<file path="src/rtl/la_pipemux_pkg.sv">
// la_pipemux_pkg
//   Shared definitions for the packet-locking pipelined multiplexer.
//   - lock_state_t : lock FSM state encoding
//   - sel_w()      : width of the binary channel select for an N-channel mux
package la_pipemux_pkg;

  typedef enum logic {
    ST_UNLOCKED = 1'b0,
    ST_LOCKED   = 1'b1
  } lock_state_t;

  // At least one bit so an N=1 instance would still elaborate cleanly.
  function automatic int sel_w(input int n);
    return (n > 1) ? $clog2(n) : 1;
  endfunction

endpackage

</file>
<file path="src/rtl/la_skidbuf.sv">
// la_skidbuf
//   Two-entry output buffer (main register plus skid register) with a
//   registered ready. Full throughput while out_ready=1, output held stable
//   while stalled, strict FIFO order.
// Ports:
//   clk, reset            clock, synchronous active-high reset
//   in_valid/in_ready     upstream handshake; in_ready = skid slot empty
//   in_data [DW-1:0]      upstream payload
//   out_valid/out_ready   downstream handshake (out_valid = main full)
//   out_data [DW-1:0]     main register contents
module la_skidbuf #(
  parameter int DW = 9
) (
  input  logic          clk,
  input  logic          reset,
  input  logic          in_valid,
  output logic          in_ready,
  input  logic [DW-1:0] in_data,
  output logic          out_valid,
  input  logic          out_ready,
  output logic [DW-1:0] out_data
);

  logic          main_valid;
  logic          skid_valid;
  logic [DW-1:0] main_data;
  logic [DW-1:0] skid_data;
  logic          push;
  logic          pop;

  assign in_ready  = ~skid_valid;
  assign out_valid = main_valid;
  assign out_data  = main_data;
  assign push      = in_valid & in_ready;
  assign pop       = main_valid & out_ready;

  always_ff @(posedge clk) begin
    if (reset) begin
      main_valid <= 1'b0;
      skid_valid <= 1'b0;
    end else if (skid_valid) begin
      // Skid full implies main full and no push; a pop refills main from skid.
      if (pop) skid_valid <= 1'b0;
    end else if (push) begin
      if (main_valid && !pop) skid_valid <= 1'b1;
      else                    main_valid <= 1'b1;
    end else if (pop) begin
      main_valid <= 1'b0;
    end
  end

  // Payload registers carry no reset; they are qualified by the valid flags.
  always_ff @(posedge clk) begin
    if (skid_valid) begin
      if (pop) main_data <= skid_data;
    end else if (push) begin
      if (main_valid && !pop) skid_data <= in_data;
      else                    main_data <= in_data;
    end
  end

endmodule

</file>
<file path="src/rtl/la_pipemux.sv">
// la_pipemux
//   N:1 packet multiplexer. The channel picked by sel is locked for the
//   duration of a packet (until a beat with in_last=1 is accepted); the
//   selected stream is registered through a two-entry skid buffer.
// Ports:
//   clk, reset                 clock, synchronous active-high reset
//   sel [sel_w(N)-1:0]         binary channel select, used only while unlocked
//   in_valid/in_ready [N-1:0]  per-channel handshake (one-hot or zero ready)
//   in_data [N*W-1:0]          channel i at [i*W +: W]
//   in_last [N-1:0]            per-channel end-of-packet
//   out_valid/out_ready        downstream handshake
//   out_data [W-1:0], out_last selected beat
//   locked                     packet in progress on the locked channel
//
// state       | meaning
// ST_UNLOCKED | between packets; effective select follows sel
// ST_LOCKED   | mid-packet; effective select frozen at lock_sel_q
module la_pipemux
  import la_pipemux_pkg::*;
#(
  parameter int N    = 4,
  parameter int W    = 8,
  parameter     PROP = "DEFAULT"
) (
  input  logic                clk,
  input  logic                reset,
  input  logic [sel_w(N)-1:0] sel,
  input  logic [N-1:0]        in_valid,
  input  logic [N*W-1:0]      in_data,
  input  logic [N-1:0]        in_last,
  output logic [N-1:0]        in_ready,
  output logic                out_valid,
  output logic [W-1:0]        out_data,
  output logic                out_last,
  input  logic                out_ready,
  output logic                locked
);

  localparam int SW = sel_w(N);

  // PROP is an opaque tag for implementation flows; it changes nothing here.
  if (PROP == "") begin : g_prop_unset
  end

  lock_state_t   state_q, state_d;
  logic [SW-1:0] lock_sel_q, lock_sel_d;
  logic [SW-1:0] eff_sel;
  logic          mux_valid;
  logic [W-1:0]  mux_data;
  logic          mux_last;
  logic          sb_in_valid;
  logic          sb_in_ready;
  logic          accept;
  logic [W:0]    sb_out;

  assign eff_sel = (state_q == ST_LOCKED) ? lock_sel_q : sel;

  // Pure decode: a select of N or more matches no channel, so nothing is
  // offered and every in_ready stays low.
  always_comb begin
    mux_valid = 1'b0;
    mux_data  = '0;
    mux_last  = 1'b0;
    in_ready  = '0;
    for (int i = 0; i < N; i++) begin
      if (eff_sel == SW'(i)) begin
        mux_valid   = in_valid[i];
        mux_data    = in_data[i*W +: W];
        mux_last    = in_last[i];
        in_ready[i] = sb_in_ready & ~reset;
      end
    end
  end

  assign sb_in_valid = mux_valid & ~reset;
  assign accept      = sb_in_valid & sb_in_ready;

  always_ff @(posedge clk) begin
    if (reset) begin
      state_q    <= ST_UNLOCKED;
      lock_sel_q <= '0;
    end else begin
      state_q    <= state_d;
      lock_sel_q <= lock_sel_d;
    end
  end

  always_comb begin
    state_d    = state_q;
    lock_sel_d = lock_sel_q;
    case (state_q)
      ST_UNLOCKED: begin
        if (accept && !mux_last) begin
          state_d    = ST_LOCKED;
          lock_sel_d = eff_sel;
        end
      end
      ST_LOCKED: begin
        if (accept && mux_last) state_d = ST_UNLOCKED;
      end
      default: state_d = ST_UNLOCKED;
    endcase
  end

  assign locked = (state_q == ST_LOCKED);

  la_skidbuf #(
    .DW (W + 1)
  ) u_skidbuf (
    .clk       (clk),
    .reset     (reset),
    .in_valid  (sb_in_valid),
    .in_ready  (sb_in_ready),
    .in_data   ({mux_last, mux_data}),
    .out_valid (out_valid),
    .out_ready (out_ready),
    .out_data  (sb_out)
  );

  assign out_data = sb_out[W-1:0];
  assign out_last = sb_out[W];

endmodule
</file>
<file path="config.mk">
export PLATFORM = sky130hd
export DESIGN_NAME = la_pipemux
export DESIGN_NICKNAME = d
export VERILOG_FILES = /design/src/rtl/la_pipemux_pkg.sv /design/src/rtl/la_skidbuf.sv /design/src/rtl/la_pipemux.sv
export SDC_FILE = /design/constraint.sdc
export NUM_CORES = 1
export LEC_CHECK = 0
export CELL_PAD_IN_SITES_DETAIL_PLACEMENT = 0
export CELL_PAD_IN_SITES_GLOBAL_PLACEMENT = 1
export CORE_MARGIN = 1
export CORE_UTILIZATION = 33
export CTS_BUF_LIST = sky130_fd_sc_hd__clkbuf_16
export CTS_CLUSTER_DIAMETER = 40
export DETAILED_ROUTE_END_ITERATION = 8
export PLACE_DENSITY = 0.88
export SLEW_MARGIN = 10
export SYNTH_ARGS = -nofsm -noshare
export SYNTH_HDL_FRONTEND = slang
export SYNTH_SLANG_ARGS = --single-unit
</file>
<file path="constraint.sdc">
create_clock -name clk -period 3.8 [get_ports clk]
set_input_delay 0.76 -clock clk [delete_from_list [all_inputs] [get_ports clk]]
set_output_delay 0.76 -clock clk [all_outputs]
set_load 0.005 [all_outputs]
</file>
## After elaboration in Yosys (flattened, before gate mapping)

Index checks and enable logic that the tools add are counted.

- Bits in registers: 23
- Input bits: 45
- Output and inout bits: 15
- Logic and storage cells: 62

- Equality and inequality tests: 6
- Muxes and demuxes: 31
- Bitwise logic cells: 7
- Reduce and logical (&&, ||, !) cells: 12

Operators with widths:

| operator | number |
|---|---|
| 9-bit 2-to-1 mux | 4 |
| 8-bit 2-to-1 mux | 4 |
| 1-bit 2-to-1 mux | 21 |
| 3-bit AND reduction | 3 |
| 1-bit bitwise AND | 4 |
| 2-bit equality test (second input constant) | 2 |
| 2-bit inequality test (second input constant) | 2 |
| 2-bit nonzero test | 2 |
| 1-bit logical AND | 3 |
| 1-bit NOT | 3 |
| 2-bit by 1-bit equality test with 1-bit output (second input constant) | 1 |
| 1-bit zero test | 2 |
| 2-bit zero test | 1 |
| 2-bit 2-to-1 mux | 1 |
| 2-bit by 1-bit inequality test with 1-bit output (second input constant) | 1 |
| 1-bit one-hot mux with 2 select lines | 1 |
| 2-bit AND reduction | 1 |

## Depth between registers and ports, before layout

- Word-level depth: 11
- Gate-level depth with buffers: 6
- Mapped depth without buffers: 5

## By module

From an unflattened synthesis, not the netlist that was laid out.

- Cells, all modules: 84
- Area total of the unflattened synthesis: 1246.2 µm²

By module, submodules not included:

| module | instances | cells an instance | area an instance (µm²) | seq. area each (µm²) |
|---|---|---|---|---|
| la_skidbuf | 1 | 41 | 764.5 | 580.6 |
| la_pipemux | 1 | 43 | 481.7 | 60.1 |

## Worst setup path before layout

OpenSTA, ideal clock, no wires.

- Path type: input to register
- Start: input sel[0]
- End: register u_skidbuf.main_data[0] (netlist: u_skidbuf.out_data[0]) (enable)
- Setup time: 0.378 ns
- Arrival: 1.969 ns
- Required time: 3.422 ns
- Setup slack: 1.453 ns
- Cell stages on the path: 5
- Buffers on the path: 0
- Cells stage by stage: mux2i_1 a21o_1 a32o_1 nand2_1 a21oi_1

- Cells in the longest elaborated chain, start to end: 10
- Elaborated cells on any way between the ends: 13
- Those cells by class: eq/ne: 3; mux: 5; bitwise: 2; reduce/logical: 3

RTL lines:

| element | line | text |
|---|---|---|
| start, declared | la_pipemux.sv:27 | `input logic [sel_w(N)-1:0] sel,` |
| 2-bit 2-to-1 mux (*) | la_pipemux.sv:56 | `assign eff_sel = (state_q == ST_LOCKED) ? lock_sel_q : sel;` |
| 2-bit zero test | la_pipemux.sv:66 | `if (eff_sel == SW'(i)) begin` |
| 1-bit 2-to-1 mux (3 in series) | la_pipemux.sv:66 |  |
| 1-bit 2-to-1 mux (*) | la_pipemux.sv:66 |  |
| 1-bit bitwise AND (*) | la_pipemux.sv:75 | `assign sb_in_valid = mux_valid & ~reset;` |
| 1-bit bitwise AND (*) | la_skidbuf.sv:34 | `assign push = in_valid & in_ready;` |
| 2-bit nonzero test (no line) (*) | -- |  |
| 3-bit AND reduction (no line) (*) | -- |  |
| end signal, assigned | la_skidbuf.sv:55 | `if (pop) main_data <= skid_data;` |
| end signal, assigned | la_skidbuf.sv:58 | `else main_data <= in_data;` |
| end, declared | la_skidbuf.sv:26 | `logic [DW-1:0] main_data;` |

Every way passes the cells marked *; elsewhere a longest branch is shown, timed or not.
A chain may end at the register's enable or synchronous reset.

## Worst setup path after layout

- Start: input reset
- End: output in_ready[0]

- Cells in the longest elaborated chain, start to end: 3

RTL lines:

| element | line | text |
|---|---|---|
| start, declared | la_pipemux.sv:26 | `input logic reset,` |
| 1-bit NOT | la_pipemux.sv:70 | `in_ready[i] = sb_in_ready & ~reset;` |
| 1-bit bitwise AND | la_pipemux.sv:70 |  |
| 1-bit 2-to-1 mux | la_pipemux.sv:66 |  |
| end, declared | la_pipemux.sv:31 | `output logic [N-1:0] in_ready,` |

Every way passes these cells.

==> impl_metrics.ini <==
[run_status]
status = finished clean

[floorplanning]
ios = 60
die-area_um2 = 3960
num_rows = 21
die_w_um = 62.9
core-area_um2 = 3440
start_util_pct = 35.6
die_h_um = 62.9

[drt]
drt_pass1_iterations = 4
vias = 1017
drt_iter0_drc = 35
drc = 0
final_antenna_net_count = 0
wl_um = 2990
viasPerCell = 5.19
wl_per_cell_um = 15.3

[global_routing]
grt_max_degree = 17
grt_usage_pct = 15.9
grt-ovfl-total = 0
grt_pass1_wl_um = 4750
first_global_vias = 945
antenna_found_initial = 0

[critical_path]
crit_path_frequent_cell = clkdlybuf4s50_1
crit_buf_inv = 2
r2r-start = locked
start_kind = input pin
cp.required_ps = 3040
critPathMaxFanout = 9
path_delay_family = buffers and inverters
crit_chain = clkdlybuf4s50_1, nor2_1, and3_1, clkdlybuf4s50_1
path_class = input pin to primary output
critPathSlowestCell = clkdlybuf4s50_1
end_kind = primary output
worstPathArrival_ps = 2430
worst_path_largest_cell_delay_ps = 540
startpoint = reset

[yosys]
ys_top_cells_by_area = edfxtp_1 (44%), mux4_2 (17%), mux2_2 (8.3%)
synth_edf_count = 18
synth_seq_cells = 23
ys_types = 28
netlist_area_um2 = 1220
synthCells = 90
syn_area_per_cell_um2 = 13.6
netlist.area_leader.share_pct = 44.2
yosys_warnings = 0
synth_top_cell_by_area = edfxtp_1
synth-main-ff-cell = edfxtp_1
synth_sequential_area_ratio_pct = 52.4
synth-async-reset-ratio_pct = 0
syn-num-nets = 135

[final_layout]
finalInstanceArea_um2 = 1950
n_antenna_cell = 0
final_core_util_pct = 56.7
fillers = 287
layoutNonFillerInstCount = 196
multi_input_area_um2 = 548
area.growth.synth_to_final_pct = 59.4
drive_above_1_share_pct = 16.7
regArea_um2 = 641
nets = 196

[sta]
period_needed_ps = 3190
setup_viol = 0
final-max-slew-violation-count = 0
setup-tns-final_ps = 0
hold_viol = 0
fin_crit_sh_pct = 84.1
rsz0062_at_grt = false
finClkSkew_ps = 1.60
max_freq_ghz = 0.313
slew_headroom_pct = 61.3
tightest_slew_ps = 579

[power_and_ir_drop]
irDropWorstVdd_mv = 0.167
p_leak_uw = 0.000662
power_density_nw_per_um2 = 377

[clocking]
clock_latency_ps = 260
cts_resized = 0
clock_sinks = 23
cts_setup_buffers = 0
root_buffer = clkbuf_16
cts_hold_buf = 0
cts_buffer_depth = 2
numCtsBuffers = 3
clkTransAtPathRegs_ps = 60
cts_tree = yes
cts.htree.levels = 1

[min_path]
hold_class = flip-flop to flip-flop
hold_path_startpoint = u_skidbuf.out_valid

[job]
max_cap_viol_count = 0

[placed_design]
dpl_cell_area_um2 = 1870
io_buffers = 59
hpwl_um = 2380
globalplace.congestion = 0.801
post-place-cells = 192
Yosys cell counts (2+ instances only):
cell      instances
a21oi_1           5
edfxtp_1         18
nand3_1           3
nor4_1            2
inv_1             3
mux2i_1           2
a32oi_1           2
dfxtp_1           5
and3_1            2
nand2_1           4
nor4b_1           2
o21ai_0           4
nor2_1            4
clkbuf_1          4
mux4_2            9
mux2_2            9
registers in the layout (all words and copies together), names as in the netlist:
name and flops:
u_skidbuf.out_data 9, u_skidbuf.skid_data 9, lock_sel_q 2, locked 1
u_skidbuf.out_valid 1, u_skidbuf.skid_valid 1
area by class of cell:
class | instances | area share, %
clock buffers | 3 | 3.85
multi-input cells | 58 | 28.1
repair buffers | 62 | 31.4
inverters | 3 | 0.577
well taps | 46 | 2.95
clock inverters | 1 | 0.257
flip-flops and latches | 23 | 32.8
kinds of logic (layout without fill, tap and decap cells):
| family | count (synthesis) | after routing | share of synthesized area, % |
|---|---|---|---|
| buffers and inverters | 9 | 69 | 2.86 |
| AO/OA/AOI/OAI | 17 | 17 | 9.10 |
| multiplexers | 20 | 20 | 26.5 |
| flip-flops | 23 | 23 | 52.4 |
| AND/OR/NAND/NOR | 21 | 21 | 9.20 |
routing by layer:
metal  up-vias  share of wire (%)  GRT usage (%)
met5         -                  0              0
met4         0                2.3           8.72
met3         5                4.8           2.01
met2        43                 48           24.6
met1       482                 44           21.4
li1        487                  -              -
worst reg2reg max path: cells and delay by family, from the launching register on:
| family | cells | cell delay, ps |
|---|---|---|
| flops | 1 | 590 |
| compound gates | 2 | 250 |
| simple gates | 1 | 430 |
| mux | 2 | 1040 |
where the power goes:
part | internal, uW | total, uW | leakage (uW) | switching (uW)
sequential | 301 | 316 | 0.000207 | 14.7
clock | 142 | 225 | 0.0000409 | 83.5
combinational | 126 | 195 | 0.000415 | 68.9
total | 568 | 735 | 0.000662 | 167
cells in the final DEF (no fill, tap or decap), drive strengths merged, types with 4 or more instances in the layout:
cell,instances
dfxtp,5
a21oi,5
o21ai,4
clkdlybuf4s50,59
nand2,4
mux4,9
edfxtp,18
mux2,9
nor2,4
worst paths after layout:
check	endpoint	slack, ps	cells after the start
worst max-delay path	in_ready[0]	610	4
worst min-delay path	u_skidbuf.skid_valid	550	1
worst max register to register	lock_sel_q[0]	1360	5
worst min register to register	u_skidbuf.skid_valid	550	1
per-stage QoR:
step	worst slack, ps	total power, uW	hold slack, ps
after global placement	641	511	529
after global routing	413	765	577
after CTS	597	741	552
after floorplan	1450	412	492
final	606	735	553
after detailed placement	617	516	540
Note: power is estimated with default switching activity, not from simulation.
